[config.mk]
export PLATFORM = sky130hd
export DESIGN_NAME = opb_register_bank_simulink2ppc_flat
export DESIGN_NICKNAME = d
export VERILOG_FILES = /design/src/rtl/opb_register_bank_simulink2ppc_if.sv /design/src/rtl/opb_register_bank_simulink2ppc.sv /design/src/flat_wrapper.sv
export SDC_FILE = /design/constraint.sdc
export NUM_CORES = 1
export LEC_CHECK = 0
export BUFFER_PORTS_ARGS = -buffer_cell sky130_fd_sc_hd__buf_4
export CAP_MARGIN = 20
export CORE_MARGIN = 2
export CORE_UTILIZATION = 55
export CTS_BUF_LIST = sky130_fd_sc_hd__clkbuf_4 sky130_fd_sc_hd__clkbuf_8 sky130_fd_sc_hd__clkbuf_16
export CTS_CLUSTER_DIAMETER = 100
export DETAILED_ROUTE_END_ITERATION = 12
export PLACE_DENSITY_LB_ADDON = 0.08
export SETUP_SLACK_MARGIN = 0.1
export SYNTH_ARGS = -nofsm -noshare
export SYNTH_HDL_FRONTEND = slang
export SYNTH_SLANG_ARGS = --single-unit
[constraint.sdc]
create_clock -name OPB_Clk -period 2.7 [get_ports OPB_Clk]
set_clock_uncertainty 0.2 [all_clocks]
set_input_delay 0.27 -clock OPB_Clk [delete_from_list [all_inputs] [get_ports OPB_Clk]]
set_output_delay 0.27 -clock OPB_Clk [all_outputs]
set_load 0.02 [all_outputs]
[src/rtl/opb_register_bank_simulink2ppc_if.sv]
// OPB slave-side bus bundle for the Simulink-to-PPC register bank.
// Vectors use OPB big-endian numbering: index 0 is the MSB, so bit [DWIDTH-1]
// of a data word is its numeric LSB.
//   slave  : bus inputs (ABus, BE, DBus, RNW, select, seqAddr), Sl_* outputs
//   master : the mirror image, for the bus side / testbench
interface opb_register_bank_simulink2ppc_if #(
    parameter int unsigned AWIDTH = 32,
    parameter int unsigned DWIDTH = 32
);
    logic [0:AWIDTH-1]   OPB_ABus;
    logic [0:DWIDTH/8-1] OPB_BE;
    logic [0:DWIDTH-1]   OPB_DBus;
    logic                OPB_RNW;
    logic                OPB_select;
    logic                OPB_seqAddr;
    logic [0:DWIDTH-1]   Sl_DBus;
    logic                Sl_xferAck;
    logic                Sl_errAck;
    logic                Sl_retry;
    logic                Sl_toutSup;

    modport slave (
        input  OPB_ABus, OPB_BE, OPB_DBus, OPB_RNW, OPB_select, OPB_seqAddr,
        output Sl_DBus, Sl_xferAck, Sl_errAck, Sl_retry, Sl_toutSup
    );

    modport master (
        output OPB_ABus, OPB_BE, OPB_DBus, OPB_RNW, OPB_select, OPB_seqAddr,
        input  Sl_DBus, Sl_xferAck, Sl_errAck, Sl_retry, Sl_toutSup
    );
endinterface

[src/rtl/opb_register_bank_simulink2ppc.sv]
// Multi-channel read-only register bank on OPB with a control/status word.
// Words 0..C_NUM_CH-1 are channels (live sample or event counter, chosen per
// bit of C_CNT_MASK); word C_NUM_CH is CTRL: bit0 FREEZE (r/w), bit1 CLEAR
// (write-1 pulse). FREEZE 0->1 (or 1->1) snapshots all channels into a shadow
// bank that reads return while FREEZE is set.
// Ports:
//   OPB_Clk, OPB_Rst_n : clock, async active-low reset
//   opb                : OPB slave bundle (address/data/control in, Sl_* out)
//   user_data_in       : packed live values, channel i at [i*W +: W]
//   user_event         : per-channel count enable, one count per high cycle
module opb_register_bank_simulink2ppc #(
    parameter logic [31:0] C_BASEADDR   = 32'h01040400,
    parameter logic [31:0] C_HIGHADDR   = 32'h010404FF,
    parameter int unsigned C_OPB_AWIDTH = 32,
    parameter int unsigned C_OPB_DWIDTH = 32,
    parameter int unsigned C_NUM_CH     = 4,
    parameter int unsigned C_DATA_WIDTH = 32,
    parameter logic [31:0] C_CNT_MASK   = 32'h0,
    parameter bit          C_CNT_SAT    = 1'b1
) (
    input  logic                             OPB_Clk,
    input  logic                             OPB_Rst_n,
    opb_register_bank_simulink2ppc_if.slave  opb,
    input  logic [C_NUM_CH*C_DATA_WIDTH-1:0] user_data_in,
    input  logic [C_NUM_CH-1:0]              user_event
);
    localparam int unsigned AW  = C_OPB_AWIDTH;
    localparam int unsigned DW  = C_OPB_DWIDTH;
    localparam int unsigned BW  = DW / 8;
    localparam int unsigned W   = C_DATA_WIDTH;
    localparam int unsigned NCH = C_NUM_CH;
    localparam int unsigned IW  = AW - 2;
    localparam int unsigned CHW = (NCH > 1) ? $clog2(NCH) : 1;
    localparam logic [AW-1:0] BASE = AW'(C_BASEADDR);
    localparam logic [AW-1:0] HIGH = AW'(C_HIGHADDR);

    typedef enum logic {
        S_IDLE = 1'b0,
        S_ACK  = 1'b1
    } state_t;

    state_t          state_q, state_d;
    logic [AW-1:0]   addr_c, offset_c;
    logic [IW-1:0]   word_c;
    logic [CHW-1:0]  ch_sel_c;
    logic            hit_c, is_ch_c, is_ctrl_c, start_c;
    logic            wr_ctrl_c, capture_c, clear_c;
    logic [W-1:0]    chan_q   [NCH];
    logic [W-1:0]    shadow_q [NCH];
    logic            freeze_q;
    logic [DW-1:0]   rd_word_c, dbus_q;
    logic            unused_bits;

    // Address decode; big-endian bus vectors map positionally onto numeric values
    assign addr_c    = opb.OPB_ABus;
    assign offset_c  = addr_c - BASE;
    assign word_c    = offset_c[AW-1:2];
    assign ch_sel_c  = word_c[CHW-1:0];
    assign hit_c     = opb.OPB_select && (addr_c >= BASE) && (addr_c <= HIGH);
    assign is_ch_c   = word_c < IW'(NCH);
    assign is_ctrl_c = word_c == IW'(NCH);

    // Ack FSM next state; ACK always returns to IDLE so a held select acks every other cycle
    always_comb begin
        state_d = state_q;
        start_c = 1'b0;
        case (state_q)
            S_IDLE: begin
                if (hit_c) begin
                    state_d = S_ACK;
                    start_c = 1'b1;
                end
            end
            S_ACK: state_d = S_IDLE;
        endcase
    end

    // Read mux; channel data zero-extended to the bus width
    always_comb begin
        rd_word_c = '0;
        if (is_ch_c) begin
            rd_word_c = DW'(freeze_q ? shadow_q[ch_sel_c] : chan_q[ch_sel_c]);
        end else if (is_ctrl_c) begin
            rd_word_c = DW'(freeze_q);
        end
    end

    // CTRL write strobes; OPB_DBus[DW-1] is numeric bit 0 (FREEZE)
    assign wr_ctrl_c = start_c && !opb.OPB_RNW && is_ctrl_c && opb.OPB_BE[BW-1];
    assign capture_c = wr_ctrl_c && opb.OPB_DBus[DW-1];
    assign clear_c   = wr_ctrl_c && opb.OPB_DBus[DW-2];

    // Ack state, FREEZE bit and read data register (zero outside the ack cycle)
    always_ff @(posedge OPB_Clk or negedge OPB_Rst_n) begin
        if (!OPB_Rst_n) begin
            state_q  <= S_IDLE;
            freeze_q <= 1'b0;
            dbus_q   <= '0;
        end else begin
            state_q <= state_d;
            if (wr_ctrl_c) begin
                freeze_q <= opb.OPB_DBus[DW-1];
            end
            dbus_q <= (start_c && opb.OPB_RNW) ? rd_word_c : '0;
        end
    end

    // Channel registers and snapshot bank; clear beats a same-cycle event
    always_ff @(posedge OPB_Clk or negedge OPB_Rst_n) begin
        if (!OPB_Rst_n) begin
            for (int i = 0; i < NCH; i++) begin
                chan_q[i]   <= '0;
                shadow_q[i] <= '0;
            end
        end else begin
            for (int i = 0; i < NCH; i++) begin
                if (C_CNT_MASK[i]) begin
                    if (clear_c) begin
                        chan_q[i] <= '0;
                    end else if (user_event[i]) begin
                        if (!(&chan_q[i])) begin
                            chan_q[i] <= chan_q[i] + W'(1);
                        end else if (!C_CNT_SAT) begin
                            chan_q[i] <= '0;
                        end
                    end
                end else begin
                    chan_q[i] <= user_data_in[i*W +: W];
                end
                if (capture_c) begin
                    shadow_q[i] <= chan_q[i];
                end
            end
        end
    end

    assign opb.Sl_DBus    = dbus_q;
    assign opb.Sl_xferAck = (state_q == S_ACK);
    assign opb.Sl_errAck  = 1'b0;
    assign opb.Sl_retry   = 1'b0;
    assign opb.Sl_toutSup = 1'b0;

    assign unused_bits = ^{opb.OPB_seqAddr, offset_c[1:0], opb.OPB_BE, opb.OPB_DBus};
endmodule

[src/flat_wrapper.sv]
// flat-port wrapper written by rule: the top's interface ports become plain ports
module opb_register_bank_simulink2ppc_flat 
#(
    parameter logic [31:0] C_BASEADDR   = 32'h01040400,
    parameter logic [31:0] C_HIGHADDR   = 32'h010404FF,
    parameter int unsigned C_OPB_AWIDTH = 32,
    parameter int unsigned C_OPB_DWIDTH = 32,
    parameter int unsigned C_NUM_CH     = 4,
    parameter int unsigned C_DATA_WIDTH = 32,
    parameter logic [31:0] C_CNT_MASK   = 32'h0,
    parameter bit          C_CNT_SAT    = 1'b1
)
  (OPB_Clk, OPB_Rst_n, user_data_in, user_event, opb_OPB_ABus, opb_OPB_BE, opb_OPB_DBus, opb_OPB_RNW, opb_OPB_select, opb_OPB_seqAddr, opb_Sl_DBus, opb_Sl_xferAck, opb_Sl_errAck, opb_Sl_retry, opb_Sl_toutSup);
  opb_register_bank_simulink2ppc_if opb_i ();
  input  logic OPB_Clk;
  input  logic OPB_Rst_n;
  input  logic [C_NUM_CH*C_DATA_WIDTH-1:0] user_data_in;
  input  logic [C_NUM_CH-1:0] user_event;
  input wire logic [$bits(opb_i.OPB_ABus)-1:0] opb_OPB_ABus;
  input wire logic [$bits(opb_i.OPB_BE)-1:0] opb_OPB_BE;
  input wire logic [$bits(opb_i.OPB_DBus)-1:0] opb_OPB_DBus;
  input wire logic [$bits(opb_i.OPB_RNW)-1:0] opb_OPB_RNW;
  input wire logic [$bits(opb_i.OPB_select)-1:0] opb_OPB_select;
  input wire logic [$bits(opb_i.OPB_seqAddr)-1:0] opb_OPB_seqAddr;
  output wire logic [$bits(opb_i.Sl_DBus)-1:0] opb_Sl_DBus;
  output wire logic [$bits(opb_i.Sl_xferAck)-1:0] opb_Sl_xferAck;
  output wire logic [$bits(opb_i.Sl_errAck)-1:0] opb_Sl_errAck;
  output wire logic [$bits(opb_i.Sl_retry)-1:0] opb_Sl_retry;
  output wire logic [$bits(opb_i.Sl_toutSup)-1:0] opb_Sl_toutSup;
  assign opb_i.OPB_ABus = opb_OPB_ABus;
  assign opb_i.OPB_BE = opb_OPB_BE;
  assign opb_i.OPB_DBus = opb_OPB_DBus;
  assign opb_i.OPB_RNW = opb_OPB_RNW;
  assign opb_i.OPB_select = opb_OPB_select;
  assign opb_i.OPB_seqAddr = opb_OPB_seqAddr;
  assign opb_Sl_DBus = opb_i.Sl_DBus;
  assign opb_Sl_xferAck = opb_i.Sl_xferAck;
  assign opb_Sl_errAck = opb_i.Sl_errAck;
  assign opb_Sl_retry = opb_i.Sl_retry;
  assign opb_Sl_toutSup = opb_i.Sl_toutSup;
  opb_register_bank_simulink2ppc #(.C_BASEADDR(C_BASEADDR), .C_HIGHADDR(C_HIGHADDR), .C_OPB_AWIDTH(C_OPB_AWIDTH), .C_OPB_DWIDTH(C_OPB_DWIDTH), .C_NUM_CH(C_NUM_CH), .C_DATA_WIDTH(C_DATA_WIDTH), .C_CNT_MASK(C_CNT_MASK), .C_CNT_SAT(C_CNT_SAT)) u_core (.OPB_Clk(OPB_Clk), .OPB_Rst_n(OPB_Rst_n), .opb(opb_i), .user_data_in(user_data_in), .user_event(user_event));
endmodule
; Word-level counts from Yosys, hierarchy flattened
; Cells that the tools add are included.
[totals]
out_inout_bits = 36
reg_bits = 290
in_bits = 205
[op_classes]
mux = 13
add_sub_neg = 1
bitwise_logic = 2
n_reduce_logical = 8
eq_ne = 1
n_lt_le_gt_ge = 4
[op_table]
columns = op, n
row1 = 32-bit 2-to-1 mux, 7
row2 = 32-bit binary-select mux with 2-bit select, 2
row3 = "32-bit by 25-bit greater-or-equal comparator with 1-bit output, second input constant", 1
row4 = "32-bit by 25-bit less-or-equal comparator with 1-bit output, second input constant", 1
row5 = "32-bit by 25-bit subtractor with 32-bit output, second input constant", 1
row6 = "30-bit by 3-bit == test with 1-bit output, second input constant", 1
row7 = "30-bit by 3-bit less-than comparator with 1-bit output, second input constant", 1
row8 = 1-bit logical AND, 7
row9 = "3-bit greater-or-equal comparator, second input constant", 1
row10 = 1-bit 2-to-1 mux, 3
row11 = 2-bit NOT with 3-bit output, 1
row12 = 1-bit case mux with 2 select lines, 1
row13 = 1-bit logical NOT, 1
row14 = 1-bit NOT, 1

; Longest topological paths before layout
[depth]
ltp_word = 9
depth_mapped = 8
depth_no_buf = 5

; Worst setup path after synthesis
; No wires, ideal clock.
[synth_path]
path_kind = input to register
start = input opb_OPB_ABus[22]
end = register u_core.shadow_q[0] (netlist name)
n_path_buf = 2
setup_slack_ps = 170
arrival_time_ps = 2204
setup_ps = 125
path_stages = 7
cell_sequence = or3_4 -> or4_4 -> a2111oi_4 -> nand4_4 -> buf_12 -> buf_12 -> mux2_4
[synth_between]
elab_chain_cells = 9
[synth_lines]
columns = item, line
row1 = start: declaration, flat_wrapper.sv:19  ; input wire logic [$bits(opb_i.OPB_ABus)-1:0] opb_OPB_ABus;
row2 = 32-bit by 25-bit greater-or-equal comparator with 1-bit output, opb_register_bank_simulink2ppc.sv:59  ; assign hit_c = opb.OPB_select && (addr_c >= BASE) && (addr_c <= HIGH);
row3 = 1-bit logical AND (2 in a row), opb_register_bank_simulink2ppc.sv:59
row4 = 1-bit 2-to-1 mux, opb_register_bank_simulink2ppc.sv:69  ; if (hit_c) begin
row5 = 1-bit 2-to-1 mux, opb_register_bank_simulink2ppc.sv:67  ; case (state_q)
row6 = 1-bit logical AND, opb_register_bank_simulink2ppc.sv:89  ; assign wr_ctrl_c = start_c && !opb.OPB_RNW && is_ctrl_c && opb.OPB_BE[BW-1];
row7 = 1-bit logical AND (*) (2 in a row), opb_register_bank_simulink2ppc.sv:89
row8 = 1-bit logical AND (*), opb_register_bank_simulink2ppc.sv:90  ; assign capture_c = wr_ctrl_c && opb.OPB_DBus[DW-1];
row9 = end signal: indexed assignment, opb_register_bank_simulink2ppc.sv:131  ; shadow_q[i] <= chan_q[i];
row10 = end: declaration, opb_register_bank_simulink2ppc.sv:49  ; logic [W-1:0] shadow_q [NCH];
; Every way passes the cells marked *; elsewhere a longest branch is shown, timed or not.
; A chain may end at the register's enable or synchronous reset.

; Worst setup path after layout
[layout_path]
start = register u_core.state_q (netlist: u_core.opb.Sl_xferAck)
end = register u_core.freeze_q
[layout_between]
elab_chain_cells = 4
[layout_lines]
columns = item, line
row1 = start: declaration, opb_register_bank_simulink2ppc.sv:42  ; state_t state_q, state_d;
row2 = start signal: assignment, opb_register_bank_simulink2ppc.sv:100  ; state_q <= state_d;
row3 = 1-bit 2-to-1 mux, opb_register_bank_simulink2ppc.sv:67
row4 = 1-bit logical AND (3 in a row), opb_register_bank_simulink2ppc.sv:89
row5 = end signal: assignment, opb_register_bank_simulink2ppc.sv:102  ; freeze_q <= opb.OPB_DBus[DW-1];
row6 = end: declaration, opb_register_bank_simulink2ppc.sv:50  ; logic freeze_q;
; No other way between the ends.

==> impl_metrics.py <==
metrics = {
    "detailed_routing": {
        "drc": 0,
        "ant_nets": 0,
        "top_layer": "met5",
        "via_per_inst": 5.35,
        "wirelength_um": 25600,
        "routed-wl-met2_um": 13200,
        "num_vias": 6824,
        "wirelength_met1_um": 10500,
        "wl_per_cell_um": 20.0,
        "firstDrtPassIters": 4,
        "dr_wl_met3_um": 1350,
        "first_iter_violations": 242,
    },
    "yosys": {
        "synth.avg_cell_area_um2": 18.5,
        "synth_cells": 637,
        "ys_ff_latch": 290,
        "syn_area_um2": 11800,
        "synth_largest_area_cell": "dfrtp_1",
        "synth_top_area_share_pct": 61.6,
        "ys_seq_area_share_pct": 61.6,
        "ys_types": 36,
        "synth.area.top_cells": "dfrtp_1, mux2_4, mux4_2",
        "ys_warn_count": 0,
    },
    "setup_path": {
        "r2r_start": "u_core.opb.Sl_xferAck",
        "reg2reg_to": "u_core.freeze_q",
        "end_kind": "flop",
        "setup.reg_to_reg.worst_slack_ns": 0.26,
        "worstPathRequired_ns": 2.92,
        "worst-r2r-cell-count": 6,
        "crit_slowest_cell": "dlygate4sd3_1",
        "slowest_delay_ns": 0.56,
        "critPathLaunchType": "flop",
        "cp_data_arrival_time_ns": 2.66,
        "worstSetupPathType": "reg -> reg",
        "cp_max_fo": 3,
        "cp_cell_sequence": "nor2b_1, nand4_1, a2111oi_4, nand3_1, mux2_1, dlygate4sd3_1",
    },
    "pwr": {
        "p_per_area_nw_per_um2": 575,
        "p_leak_nw": 7.67,
        "ir_worst_vdd_mv": 0.481,
    },
    "sta": {
        "setup_tns_ns": 0,
        "maxSlewViolCount": 0,
        "finalSetupViolCount": 0,
        "period_minus_slack_ns": 2.44,
        "finalCritPeriodShare_pct": 90.5,
        "slew_headroom_pct": 36.4,
        "rsz0062_at_grt": "false",
        "worst_pin_slew_ns": 0.954,
        "fmax_mhz": 409,
        "hold_violations": 0,
    },
    "floorplan": {
        "die_h_um": 150,
        "initial_core_util_pct": 56.0,
        "placeableCoreArea_um2": 21000,
        "die_x_um": 150,
        "rows": 53,
        "io_pins": 241,
        "dieArea_um2": 22600,
    },
    "layout": {
        "fillers": 1237,
        "drive_gt1_share_pct": 46.1,
        "multi_input_area_um2": 4150,
        "post-route-util_pct": 74.9,
        "area_growth_pct": 33.8,
        "nNetsFinal": 1185,
        "seq_area_um2": 7260,
    },
    "clocking": {
        "cts_buffer_depth": 3,
        "cts_max_level": 1,
        "clock-root-buffer": "clkbuf_16",
        "numCtsBuffers": 29,
        "clk_latency_ns": 0.54,
        "clkSinkCount": 290,
        "cts_tree": "done",
        "cts_resized": 0,
        "clkSlewWorstSetupHoldPaths_ns": 0.06,
    },
    "min_path": {
        "hold_end": "u_core.opb.Sl_DBus[25]",
        "hold_path.class": "in -> reg",
        "hp-start": "opb_OPB_RNW",
        "hold_depth": 4,
    },
    "grt": {
        "grt_pass1_wl_um": 41100,
        "antenna_found_initial": 1,
        "first_global_vias": 7728,
        "overflow": 0,
        "grt_max_degree": 85,
        "grt_use_total_pct": 23.4,
    },
    "place": {
        "hpwl_um": 15300,
        "place_congestion": 0.786,
        "port_buffers": 196,
    },
    "flow_run": {
        "drv_cap": 0,
    },
    "outcome": {
        "status": "finished, final reports clean",
    },
}
[power by group]
group	switching (mW)	internal (mW)
Combinational	0.270	0.413
Sequential	0.0558	4.44
Clock	1.60	2.27
Total	1.92	7.13
[placed cells by master (no fill, tap or decap), types with 2 or more instances in the layout]
cell / netlist / layout
a31oi_1: 2 / 2
buf_12: 11 / 6
buf_4: 3 / 212
clkbuf_16: 0 / 29
clkbuf_4: 0 / 5
clkbuf_8: 0 / 6
clkinv_2: 0 / 9
conb_1: 1 / 3
dfrtp_1: 290 / 289
dlygate4sd3_1: 0 / 133
inv_1: 3 / 3
mux2_1: 9 / 9
mux2_4: 120 / 120
mux2i_1: 32 / 32
mux4_2: 63 / 63
nand2_1: 4 / 4
nand2b_1: 2 / 2
nand4_1: 3 / 3
nor2_1: 2 / 2
nor2b_1: 2 / 2
nor3_1: 35 / 35
nor3b_1: 4 / 4
nor4_1: 3 / 3
nor4b_1: 3 / 3
o21ai_0: 4 / 4
[registers in the layout, summed over array words and instances (netlist names)]
| signal | cells |
|---|---|
| u_core.shadow_q | 128 |
| u_core.chan_q | 128 |
| u_core.opb.Sl_xferAck | 1 |
| u_core.opb.Sl_DBus | 32 |
| u_core.freeze_q | 1 |
[timing repair]
item / 4_1_cts / 5_1_grt
endpoints found under the hold margin: 205 / 0
setup endpoints to repair: 0 / 1
setup buffers: 0 / 0
hold buffers: 133 / 0
[final cells by class]
type / instances / share of cell area, %
Timing Repair Buffer: 352 / 19.4
Sequential cell: 290 / 46.1
Multi-Input combinational cell: 304 / 26.3
Clock buffer: 40 / 5.37
Clock inverter: 11 / 0.532
Tap cell: 275 / 2.18
Inverter: 3 / 0.0715
Antenna cell: 1 / 0.0159
[how the worst max path moves through the flow]
stage	slack (ns)	start	cells past startpoint	to
CTS	0.22	u_core.opb.Sl_xferAck	6	u_core.freeze_q
global route	0.11	opb_OPB_ABus[29]	8	u_core.opb.Sl_DBus[4]
floorplan	0.17	opb_OPB_ABus[22]	7	u_core.shadow_q[0]
finish	0.26	u_core.opb.Sl_xferAck	6	u_core.freeze_q
global placement	-0.03	opb_OPB_ABus[22]	7	u_core.shadow_q[31]
detailed placement	-0.09	opb_OPB_ABus[22]	7	u_core.shadow_q[63]
[layer usage]
layer	track usage, %	up-vias
li1	-	3028
met1	30.9	3579
met2	40.2	177
met3	4.91	38
met4	5.75	2
met5	0	-
[worst max-delay path: cells and delay by family (launching register included)]
| kind | cells | cell delay, ns |
|---|---|---|
| multiplexers | 1 | 0.33 |
| AO/OA/AOI/OAI | 1 | 0.39 |
| flip-flops | 1 | 0.40 |
| AND/OR/NAND/NOR | 3 | 0.45 |
| buffers and inverters | 1 | 0.56 |
[synthesized netlist by cell type, drive strengths merged]
cell type / number
dfrtp: 290
mux2: 129
mux4: 63
nor3: 35
mux2i: 32
buf: 25
clkbuf: 17
nand2: 4
nand4: 4
nor3b: 4
o21ai: 4
inv: 3
nor4: 3
nor4b: 3
a2111oi: 2
a31oi: 2
nand2b: 2
nand3: 2
nor2: 2
nor2b: 2
a211oi: 1
a21oi: 1
a22oi: 1
a31o: 1
and4bb: 1
conb: 1
or3: 1
or4: 1
or4b: 1
[stage by stage]
stage	hold slack, ns	area [um^2]	power [mW]	setup WS (ns)	std cells
after floorplan	-0.226	11800	4.76	0.170	639
after global placement	0.113	13500	5.09	-0.0311	1091
after detailed placement	0.126	13500	5.11	-0.0890	1091
after CTS	0.0151	15800	9.13	0.220	1275
after global routing	0.0400	15800	9.40	0.108	1275
final	0.0340	15800	9.05	0.255	1276
[cell families after synthesis]
kind of cell	after synthesis	share of synthesized area (%)
muxes	224	30.9
DFF	290	61.6
and+or+nand+nor	65	3.34
buffers and inverters	45	3.25
AOI/OAI and AO/OA	12	0.839
other	1	0.0318
Power figures use the tool's default switching activity.
